--- src/rtl/prince_sbox_layer_ctrl_if.sv ---
// Request / masked-S-box bundle for prince_sbox_layer_ctrl.
// Share s of every shared vector sits at [w*s +: w], where w is 64 (state) or 4 (nibble).
interface prince_sbox_layer_ctrl_if #(
   parameter int unsigned NSHARES = 3,
   parameter int unsigned RND_W   = 4
);
   logic                    start;
   logic                    inv;
   logic [64*NSHARES-1:0]   state_in;
   logic                    rnd_valid;
   logic [RND_W-1:0]        rnd_data;
   logic                    rnd_ready;
   logic [4*NSHARES-1:0]    sbox_in;
   logic [RND_W-1:0]        sbox_rnd;
   logic                    sbox_inv;
   logic [4*NSHARES-1:0]    sbox_out;
   logic                    busy;
   logic                    done;
   logic [64*NSHARES-1:0]   state_out;

   modport master (
      output start, inv, state_in, rnd_valid, rnd_data, sbox_out,
      input  rnd_ready, sbox_in, sbox_rnd, sbox_inv, busy, done, state_out
   );

   modport slave (
      input  start, inv, state_in, rnd_valid, rnd_data, sbox_out,
      output rnd_ready, sbox_in, sbox_rnd, sbox_inv, busy, done, state_out
   );
endinterface

--- src/rtl/prince_sbox_layer_ctrl.sv ---
// Sequences one shared 64-bit PRINCE state nibble-by-nibble through an external masked S-box.
// Optional macro PRINCE_SBOX_INV_EN enables the inverse-layer select (inv sampled on start).
module prince_sbox_layer_ctrl #(
   parameter int unsigned NSHARES  = 3,
   parameter int unsigned SBOX_LAT = 1,
   parameter int unsigned RND_W    = 4
) (
   input  logic                    clk,
   input  logic                    rst_n,
   prince_sbox_layer_ctrl_if.slave bus
);
   localparam int unsigned SW = 64 * NSHARES;

   typedef enum logic [1:0] {IDLE, FEED, DRAIN, DONE} state_t;

   state_t          cur, nxt;
   logic [3:0]      idx;
   logic [SW-1:0]   st_q, res_q, res_nxt, out_q;
   logic            pv   [SBOX_LAT];
   logic [3:0]      pidx [SBOX_LAT];
   logic            issue, accept, tail_wr;
   logic [3:0]      tail_idx;

   assign tail_wr  = pv[SBOX_LAT-1];
   assign tail_idx = pidx[SBOX_LAT-1];

   always_comb begin
      nxt    = cur;
      issue  = 1'b0;
      accept = 1'b0;
      unique case (cur)
         IDLE:  if (bus.start) begin
                   accept = 1'b1;
                   nxt    = FEED;
                end
         FEED:  if (bus.rnd_valid) begin
                   issue = 1'b1;
                   if (idx == 4'hF) nxt = DRAIN;
                end
         DRAIN: if (tail_wr && (tail_idx == 4'hF)) nxt = DONE;
         DONE:  nxt = IDLE;
         default: nxt = IDLE;
      endcase
   end

   // Non-issue cycles present all-zero shares and randomness to the S-box.
   always_comb begin
      bus.rnd_ready = issue;
      bus.busy      = (cur == FEED) || (cur == DRAIN);
      bus.done      = (cur == DONE);
      bus.state_out = out_q;
      bus.sbox_rnd  = issue ? bus.rnd_data : '0;
      bus.sbox_in   = '0;
      for (int unsigned s = 0; s < NSHARES; s++) begin
         if (issue) bus.sbox_in[4*s +: 4] = st_q[64*s + 4*idx +: 4];
      end
   end

   always_comb begin
      res_nxt = res_q;
      if (tail_wr) begin
         for (int unsigned s = 0; s < NSHARES; s++) begin
            res_nxt[64*s + 4*tail_idx +: 4] = bus.sbox_out[4*s +: 4];
         end
      end
   end

`ifdef PRINCE_SBOX_INV_EN
   logic inv_q;

   always_ff @(posedge clk or negedge rst_n) begin
      if (!rst_n)      inv_q <= 1'b0;
      else if (accept) inv_q <= bus.inv;
   end

   always_comb bus.sbox_inv = inv_q & bus.busy;
`else
   logic unused_inv;

   always_comb begin
      unused_inv   = bus.inv;
      bus.sbox_inv = 1'b0;
   end
`endif

   // The output register takes the merged result on the edge that writes nibble 15,
   // so state_out is already complete in the cycle done is high.
   always_ff @(posedge clk or negedge rst_n) begin
      if (!rst_n) begin
         cur   <= IDLE;
         idx   <= '0;
         st_q  <= '0;
         res_q <= '0;
         out_q <= '0;
      end else begin
         cur   <= nxt;
         res_q <= res_nxt;
         if (accept) begin
            st_q <= bus.state_in;
            idx  <= '0;
         end else if (issue) begin
            idx <= idx + 4'd1;
         end
         if (nxt == DONE) out_q <= res_nxt;
      end
   end

   always_ff @(posedge clk or negedge rst_n) begin
      if (!rst_n) begin
         for (int unsigned i = 0; i < SBOX_LAT; i++) begin
            pv[i]   <= 1'b0;
            pidx[i] <= '0;
         end
      end else begin
         pv[0]   <= issue;
         pidx[0] <= idx;
         for (int unsigned i = 1; i < SBOX_LAT; i++) begin
            pv[i]   <= pv[i-1];
            pidx[i] <= pidx[i-1];
         end
      end
   end
endmodule
--- src/flat_wrapper.sv ---
// flat-port wrapper written by rule: the top's interface ports become plain ports
module prince_sbox_layer_ctrl_flat 
#(
   parameter int unsigned NSHARES  = 3,
   parameter int unsigned SBOX_LAT = 1,
   parameter int unsigned RND_W    = 4
)
  (clk, rst_n, bus_start, bus_inv, bus_state_in, bus_rnd_valid, bus_rnd_data, bus_sbox_out, bus_rnd_ready, bus_sbox_in, bus_sbox_rnd, bus_sbox_inv, bus_busy, bus_done, bus_state_out);
  prince_sbox_layer_ctrl_if #(.NSHARES(NSHARES), .RND_W(RND_W)) bus_i ();
  input  logic clk;
  input  logic rst_n;
  input wire logic [$bits(bus_i.start)-1:0] bus_start;
  input wire logic [$bits(bus_i.inv)-1:0] bus_inv;
  input wire logic [$bits(bus_i.state_in)-1:0] bus_state_in;
  input wire logic [$bits(bus_i.rnd_valid)-1:0] bus_rnd_valid;
  input wire logic [$bits(bus_i.rnd_data)-1:0] bus_rnd_data;
  input wire logic [$bits(bus_i.sbox_out)-1:0] bus_sbox_out;
  output wire logic [$bits(bus_i.rnd_ready)-1:0] bus_rnd_ready;
  output wire logic [$bits(bus_i.sbox_in)-1:0] bus_sbox_in;
  output wire logic [$bits(bus_i.sbox_rnd)-1:0] bus_sbox_rnd;
  output wire logic [$bits(bus_i.sbox_inv)-1:0] bus_sbox_inv;
  output wire logic [$bits(bus_i.busy)-1:0] bus_busy;
  output wire logic [$bits(bus_i.done)-1:0] bus_done;
  output wire logic [$bits(bus_i.state_out)-1:0] bus_state_out;
  assign bus_i.start = bus_start;
  assign bus_i.inv = bus_inv;
  assign bus_i.state_in = bus_state_in;
  assign bus_i.rnd_valid = bus_rnd_valid;
  assign bus_i.rnd_data = bus_rnd_data;
  assign bus_i.sbox_out = bus_sbox_out;
  assign bus_rnd_ready = bus_i.rnd_ready;
  assign bus_sbox_in = bus_i.sbox_in;
  assign bus_sbox_rnd = bus_i.sbox_rnd;
  assign bus_sbox_inv = bus_i.sbox_inv;
  assign bus_busy = bus_i.busy;
  assign bus_done = bus_i.done;
  assign bus_state_out = bus_i.state_out;
  prince_sbox_layer_ctrl #(.NSHARES(NSHARES), .SBOX_LAT(SBOX_LAT), .RND_W(RND_W)) u_core (.clk(clk), .rst_n(rst_n), .bus(bus_i));
endmodule
--- config.mk ---
export PLATFORM = sky130hd
export DESIGN_NAME = prince_sbox_layer_ctrl_flat
export DESIGN_NICKNAME = d
export VERILOG_FILES = /design/src/rtl/prince_sbox_layer_ctrl_if.sv /design/src/rtl/prince_sbox_layer_ctrl.sv /design/src/flat_wrapper.sv
export SDC_FILE = /design/constraint.sdc
export NUM_CORES = 1
export LEC_CHECK = 0
export CORE_MARGIN = 2
export CORE_UTILIZATION = 54
export DETAILED_ROUTE_END_ITERATION = 8
export PLACE_DENSITY = 0.81
export SYNTH_ARGS = -nofsm -noshare
export SYNTH_HDL_FRONTEND = slang
export SYNTH_SLANG_ARGS = --single-unit
--- constraint.sdc ---
create_clock -name clk -period 3.5 [get_ports clk]
set_clock_uncertainty 0.2 [all_clocks]
set_input_delay 0.7 -clock clk [delete_from_list [all_inputs] [get_ports clk]]
set_output_delay 0.7 -clock clk [all_outputs]
set_load 0.01 [all_outputs]
; ---- Word level (Yosys, flattened, before mapping)
; Cells that the tools add are included.
[totals]
reg_bits = 587
inputBits = 213
out_inout_bits = 212
word_cells = 53
[classes]
addsub = 8
n_eq_ne = 6
n_shift = 9
n_mux = 19
reduce_logical = 4
[op_table]
columns = cell, count
row1 = bitwise mux 192 bit, 3
row2 = variable shift 4 x 34 -> 192 bit (first input constant), 3
row3 = indexed part select 4 x 34 -> 192 bit, 3
row4 = indexed part select 192 x 33 -> 4 bit, 2
row5 = two-way mux 192 bit, 1
row6 = indexed part select 192 x 7 -> 4 bit, 1
row7 = negation 32 -> 34 bit, 2
row8 = negation 6 -> 34 bit, 1
row9 = two-way mux 4 bit, 6
row10 = adder 8 x 6 -> 9 bit (first input constant), 2
row11 = adder 7 x 6 -> 8 bit (first input constant), 2
row12 = equality test 4 bit (second input constant), 2
row13 = two-way mux 2 bit, 4
row14 = one-hot mux 2 bit (4 select lines), 1
row15 = equality test 2 bit (second input constant), 3
row16 = adder 4 x 1 -> 4 bit (second input constant), 1
row17 = two-way mux 1 bit, 4
row18 = equality test 2 x 1 -> 1 bit (second input constant), 1
row19 = logical NOT 2 bit, 1
row20 = nonzero test 2 bit, 1
row21 = logical AND 1 bit, 1
row22 = logical OR 1 bit, 1

; ---- Depth between registers and ports, before layout
[depth]
word_depth = 6
depth_mapped = 13
mapped_depth_nobuf = 8

; ---- Worst setup path after synthesis
; No wires, ideal clock.
[synth_timing]
path_kind = flip-flop to flip-flop
start = register u_core.pidx[1] (netlist name)
end = register u_core.out_q[113], in the netlist u_core.bus.state_out[113]
setup_ns = 0.125
arrival_time_ns = 2.834
t_required_ns = 3.175
setup_slack_ns = 0.341
stages_incl_launch_ff = 12
n_path_buf = 3
period_less_slack_ns = 3.159
cell_sequence = dfrtp_1 -> or2_2 -> clkbuf_1 -> nor2_1 -> ha_1 -> buf_4 -> inv_1 -> clkbuf_1 -> nand2_1 -> nor2_1 -> mux2_2 -> mux2_2
[synth_between]
elab_chain_len = 6
word_cells_on_any_way = 20
classes_between = add/sub: 5 / eq/ne: 2 / shift: 6 / mux: 6 / reduce/logical: 1
[synth_lines]
columns = element, line_no
row1 = from (decl), prince_sbox_layer_ctrl.sv:20  ; logic [3:0] pidx [SBOX_LAT];
row2 = "from (signal, indexed assignment)", prince_sbox_layer_ctrl.sv:119  ; pidx[i] <= pidx[i-1];
row3 = adder 7 x 6 -> 8 bit / negation 6 -> 34 bit (equally long branches), prince_sbox_layer_ctrl.sv:63  ; res_nxt[64*s + 4*tail_idx +: 4] = bus.sbox_out[4*s +: 4];
row4 = "negation 32 -> 34 bit, or another cell as far along", prince_sbox_layer_ctrl.sv:63
row5 = "indexed part select 4 x 34 -> 192 bit, or another cell as far along", prince_sbox_layer_ctrl.sv:63
row6 = bitwise mux 192 bit, prince_sbox_layer_ctrl.sv:63
row7 = bitwise mux 192 bit (*), prince_sbox_layer_ctrl.sv:63
row8 = two-way mux 192 bit (*), prince_sbox_layer_ctrl.sv:61  ; if (tail_wr) begin
row9 = via u_core.res_nxt[113], prince_sbox_layer_ctrl.sv:18  ; logic [SW-1:0] st_q, res_q, res_nxt, out_q;
row10 = to (signal assigned), prince_sbox_layer_ctrl.sv:104  ; if (nxt == DONE) out_q <= res_nxt;
row11 = to (decl), prince_sbox_layer_ctrl.sv:18
; Mark *: on every way through the listed nets, which the timed path passes. The rest lies on a longest branch.
; A chain may end at the register's enable or synchronous reset.

; ---- Worst setup path after layout
[layout_timing]
start = register u_core.idx[0]
end = output bus_sbox_in[8]
[layout_between]
elab_chain_len = 3
[layout_lines]
columns = element, line_no
row1 = from (decl), prince_sbox_layer_ctrl.sv:17  ; logic [3:0] idx;
row2 = from (signal assigned), prince_sbox_layer_ctrl.sv:102  ; idx <= idx + 4'd1;
row3 = adder 8 x 6 -> 9 bit, prince_sbox_layer_ctrl.sv:55  ; if (issue) bus.sbox_in[4*s +: 4] = st_q[64*s + 4*idx +: 4];
row4 = indexed part select 192 x 33 -> 4 bit, prince_sbox_layer_ctrl.sv:55
row5 = two-way mux 4 bit, prince_sbox_layer_ctrl.sv:55
row6 = to (decl), flat_wrapper.sv:19  ; output wire logic [$bits(bus_i.sbox_in)-1:0] bus_sbox_in;
; No other way between the ends.

==> qor.csv <==
stage,metric,value,unit
clock_tree,root_buffer,clkbuf_16,
status,violations,negative setup slack,
worst_setup_path,end_kind,output pin,
die,rows,79,
die,dieArea,48700,um2
sta,maxSlewHeadroom,44.1,%
grt,grt_max_degree,89,
worst_hold_path,min_from,u_core.idx[1]$_DFFE_PN0P_,
logic_synthesis,synth-compound-area-share,7.60,%
route,wl,75600,um
power_and_ir_drop,leakage,0.0143,uW
die,fp.dieW,221,um
sta,setup_viol,12,
route,wl_met3,6820,um
grt,antenna_found_initial,7,
logic_synthesis,yosys_warnings,0,
logic_synthesis,avgSynthCellArea,13.7,um2
logic_synthesis,ys_ff_latch,587,
worst_setup_path,worst_r2r_startpoint,u_core.pidx[1]$_DFF_PN0_,
worst_setup_path,crit_fanout,7,
clock_tree,cts_sinks,587,
route,via_per_inst,5.95,
worst_hold_path,hold_depth,0,
worst_setup_path,r2r_slack,0.16,ns
placement,place_congestion,0.976,
sta,finalHoldViolations,0,
logic_synthesis,syn_inst,1854,
power_and_ir_drop,p_per_area,734,nW/um2
clock_tree,htree_num_levels,2,
sta,rsz0062_at_grt,yes,
worst_hold_path,hold_path_end,u_core.pidx[1]$_DFF_PN0_,
clock_tree,cts_tree,done,
power_and_ir_drop,total_power,24600,uW
die,io_pins,425,
logic_synthesis,synth_top_family_by_area,multiplexers,
cells_and_area,drive_gt1_share,31.8,%
worst_setup_path,r2r_end,u_core.bus.state_out[58]$_DFFE_PN0N_,
route,antenna_left,0,
worst_setup_path,critPathLaunchType,register,
cells_and_area,syn2layout_area_growth,32.1,%
sta,period_needed,3.63,ns
worst_hold_path,hold_class,register to register,
clock_tree,clk_pin_slew,0.06,ns
logic_synthesis,synth_common_cells,"587 x dfrtp_1, 408 x mux2_2, 137 x nand2_1",
route,wl_per_cell,24.9,um
die,fp.coreArea,46500,um2
worst_setup_path,path_class,register to output pin,
worst_setup_path,worstRegToRegCells,8,
grt,grt_pass1_wl,115000,um
grt,grt_overflow_total,0,
logic_synthesis,synth_edf_count,0,
logic_synthesis,yosysTopAreaCell,dfrtp_1,
logic_synthesis,synthDistinctLibCells,78,
clock_tree,numCtsBuffers,58,
route,detail_route.first_pass.iterations,5,
die,dieHeight,221,um
cells_and_area,stdcell_area,33500,um2
grt,grt_util_all_layers,31.5,%
logic_synthesis,synth_seq_area_share,57.9,%
worst_setup_path,cp.arrival,2.73,ns
logic_synthesis,synth_area_leaders,"dfrtp_1 58%, mux2_2 18%, mux4_2 5.3%, nand2_1 2.0%, o21ai_0 1.0%",
placement,placedInstanceArea,31200,um2
job,max_cap_violations,0,
route,dr.max_layer_used,met5,
route,wl_met1,29000,um
logic_synthesis,yosysMostFrequentCell,dfrtp_1,
sta,fin_crit_sh,104,%
route,drt_iter0_drc,1719,
logic_synthesis,synthMuxAreaShare,23.8,%
worst_setup_path,critical_path_required,2.60,ns
clock_tree,clkLatencyLatePin,0.63,ns
placement,dp_hpwl,55100,um
sta,maxSlewViolCount,0,
logic_synthesis,synthArstFlopShare,100,%
logic_synthesis,yosys.area_share.simple,7.32,%
cells_and_area,nFillCells,3001,
placement,portBuffers,422,
logic_synthesis,synth_nets,2079,
sta,final.setup.tns,-1.02,ns
logic_synthesis,synth_adder_area_share,0.592,%
route,via_count,18100,
sta,timing.final.ws_setup,-0.134,ns
sta,clock.fmax,275,MHz
cells_and_area,fin_nets,2605,
logic_synthesis,synthFlopType,dfrtp_1,
route,met2_length,37000,um
logic_synthesis,synth_xor_area_share,0.247,%
sta,worstMarginPinSlew,0.834,ns
logic_synthesis,synth_top_area_share,57.9,%
logic_synthesis,synthesis.area,25400,um2
power_and_ir_drop,irDropWorstVdd,623,uV
cells_and_area,ff_latch_area,14700,um2
cells_and_area,multi_input_area,10100,um2
clock_tree,clock_path_buffers,3,
die,initial_utilization,54.6,%
route,drc,0,
status,outcome,"finished, violations left",
grt,grt_pass1_vias,19000,
## through the flow
stage,hold WS (ns),utilization [%],instances,worst slack (ns)
after global placement,0.208,67.1,2906,0.0891
after CTS,0.224,71.9,3030,-0.171
after detailed placement,0.210,67.1,2906,0.0884
after global routing,0.230,72.0,3035,-0.204
final,0.221,72.1,3040,-0.134
after floorplan,0.149,-,1854,0.341
## layout by cell type (no fill, tap or decap), types with 30 or more instances in the layout
master and n:
dfrtp_1 585, o21ai_0 53, inv_1 34, o31ai_1 30, mux2_2 408, clkdlybuf4s50_1 409
clkbuf_16 60, buf_4 122, nand2_1 137, mux4_2 60, nor2_1 49
## repair_timing
item | in CTS | in global routing
gates resized for setup | 73 | 12
setup buffers | 16 | 3
endpoints found under the hold margin | 54 | 0
pin swaps | 10 | 3
hold buffers | 1 | 0
cloned | 2 | 1
endpoints found under the setup margin | 12 | 13
## cells by family (layout without fill, tap and decap cells)
logic type,after synthesis,count (layout)
adder cells (fa/ha/maj),12,12
multiplexers,477,477
buffers and inverters,149,720
other,1,9
AND/OR/NAND/NOR,366,366
flip-flops,587,587
XOR/XNOR,5,5
AO/OA/AOI/OAI,257,257
## worst max path at each step
stage / end / cells past startpoint / start
after floorplan: u_core.bus.state_out[113]$_DFFE_PN0N_ / 11 / u_core.pidx[1]$_DFF_PN0_
after CTS: bus_sbox_in[7] / 7 / u_core.idx[0]$_DFFE_PN0P_
after global placement: bus_sbox_in[11] / 5 / bus_rnd_valid
after global routing: bus_sbox_in[11] / 7 / u_core.idx[0]$_DFFE_PN0P_
final: bus_sbox_in[8] / 7 / u_core.idx[0]$_DFFE_PN0P_
after detailed placement: bus_sbox_in[11] / 5 / bus_rnd_valid
## sequential cells by signal, indices dropped and copies added, names as in the netlist
register and cells:
u_core.bus.state_out 192, u_core.cur 2, u_core.idx 4, u_core.pidx 4, u_core.pv 1, u_core.res_q 192, u_core.st_q 192
## critical path, cell delays in order (launching register included)
cell	delay (ns)
dfrtp_4	0.53
buf_12	0.16
buf_4	0.14
buf_4	0.13
mux4_2	0.42
mux4_2	0.47
and2_4	0.16
buf_6	0.11
## final cells by class
class                      count  share of cell area [%]
sequential                   587                    43.9
antenna                        8                  0.0598
clock inverter                23                   0.871
clock buffer                  82                    5.06
timing repair buffer         581                    17.3
tap                          607                    2.27
multi-input combinational   1118                    30.1
inverter                      34                   0.381
## per-layer routing
metal	up-vias	track usage, %
li1	7835	-
met1	9246	39.7
met2	832	51.8
met3	175	9.03
met4	4	11.9
met5	-	0
## where the power goes
part / switching [uW] / internal (uW) / leakage [uW]
Clock: 2670 / 3810 / 0.000980
Combinational: 4420 / 4220 / 0.00635
Sequential: 924 / 8510 / 0.00694
Total: 8020 / 16500 / 0.0143
Power figures use the tool's default switching activity.
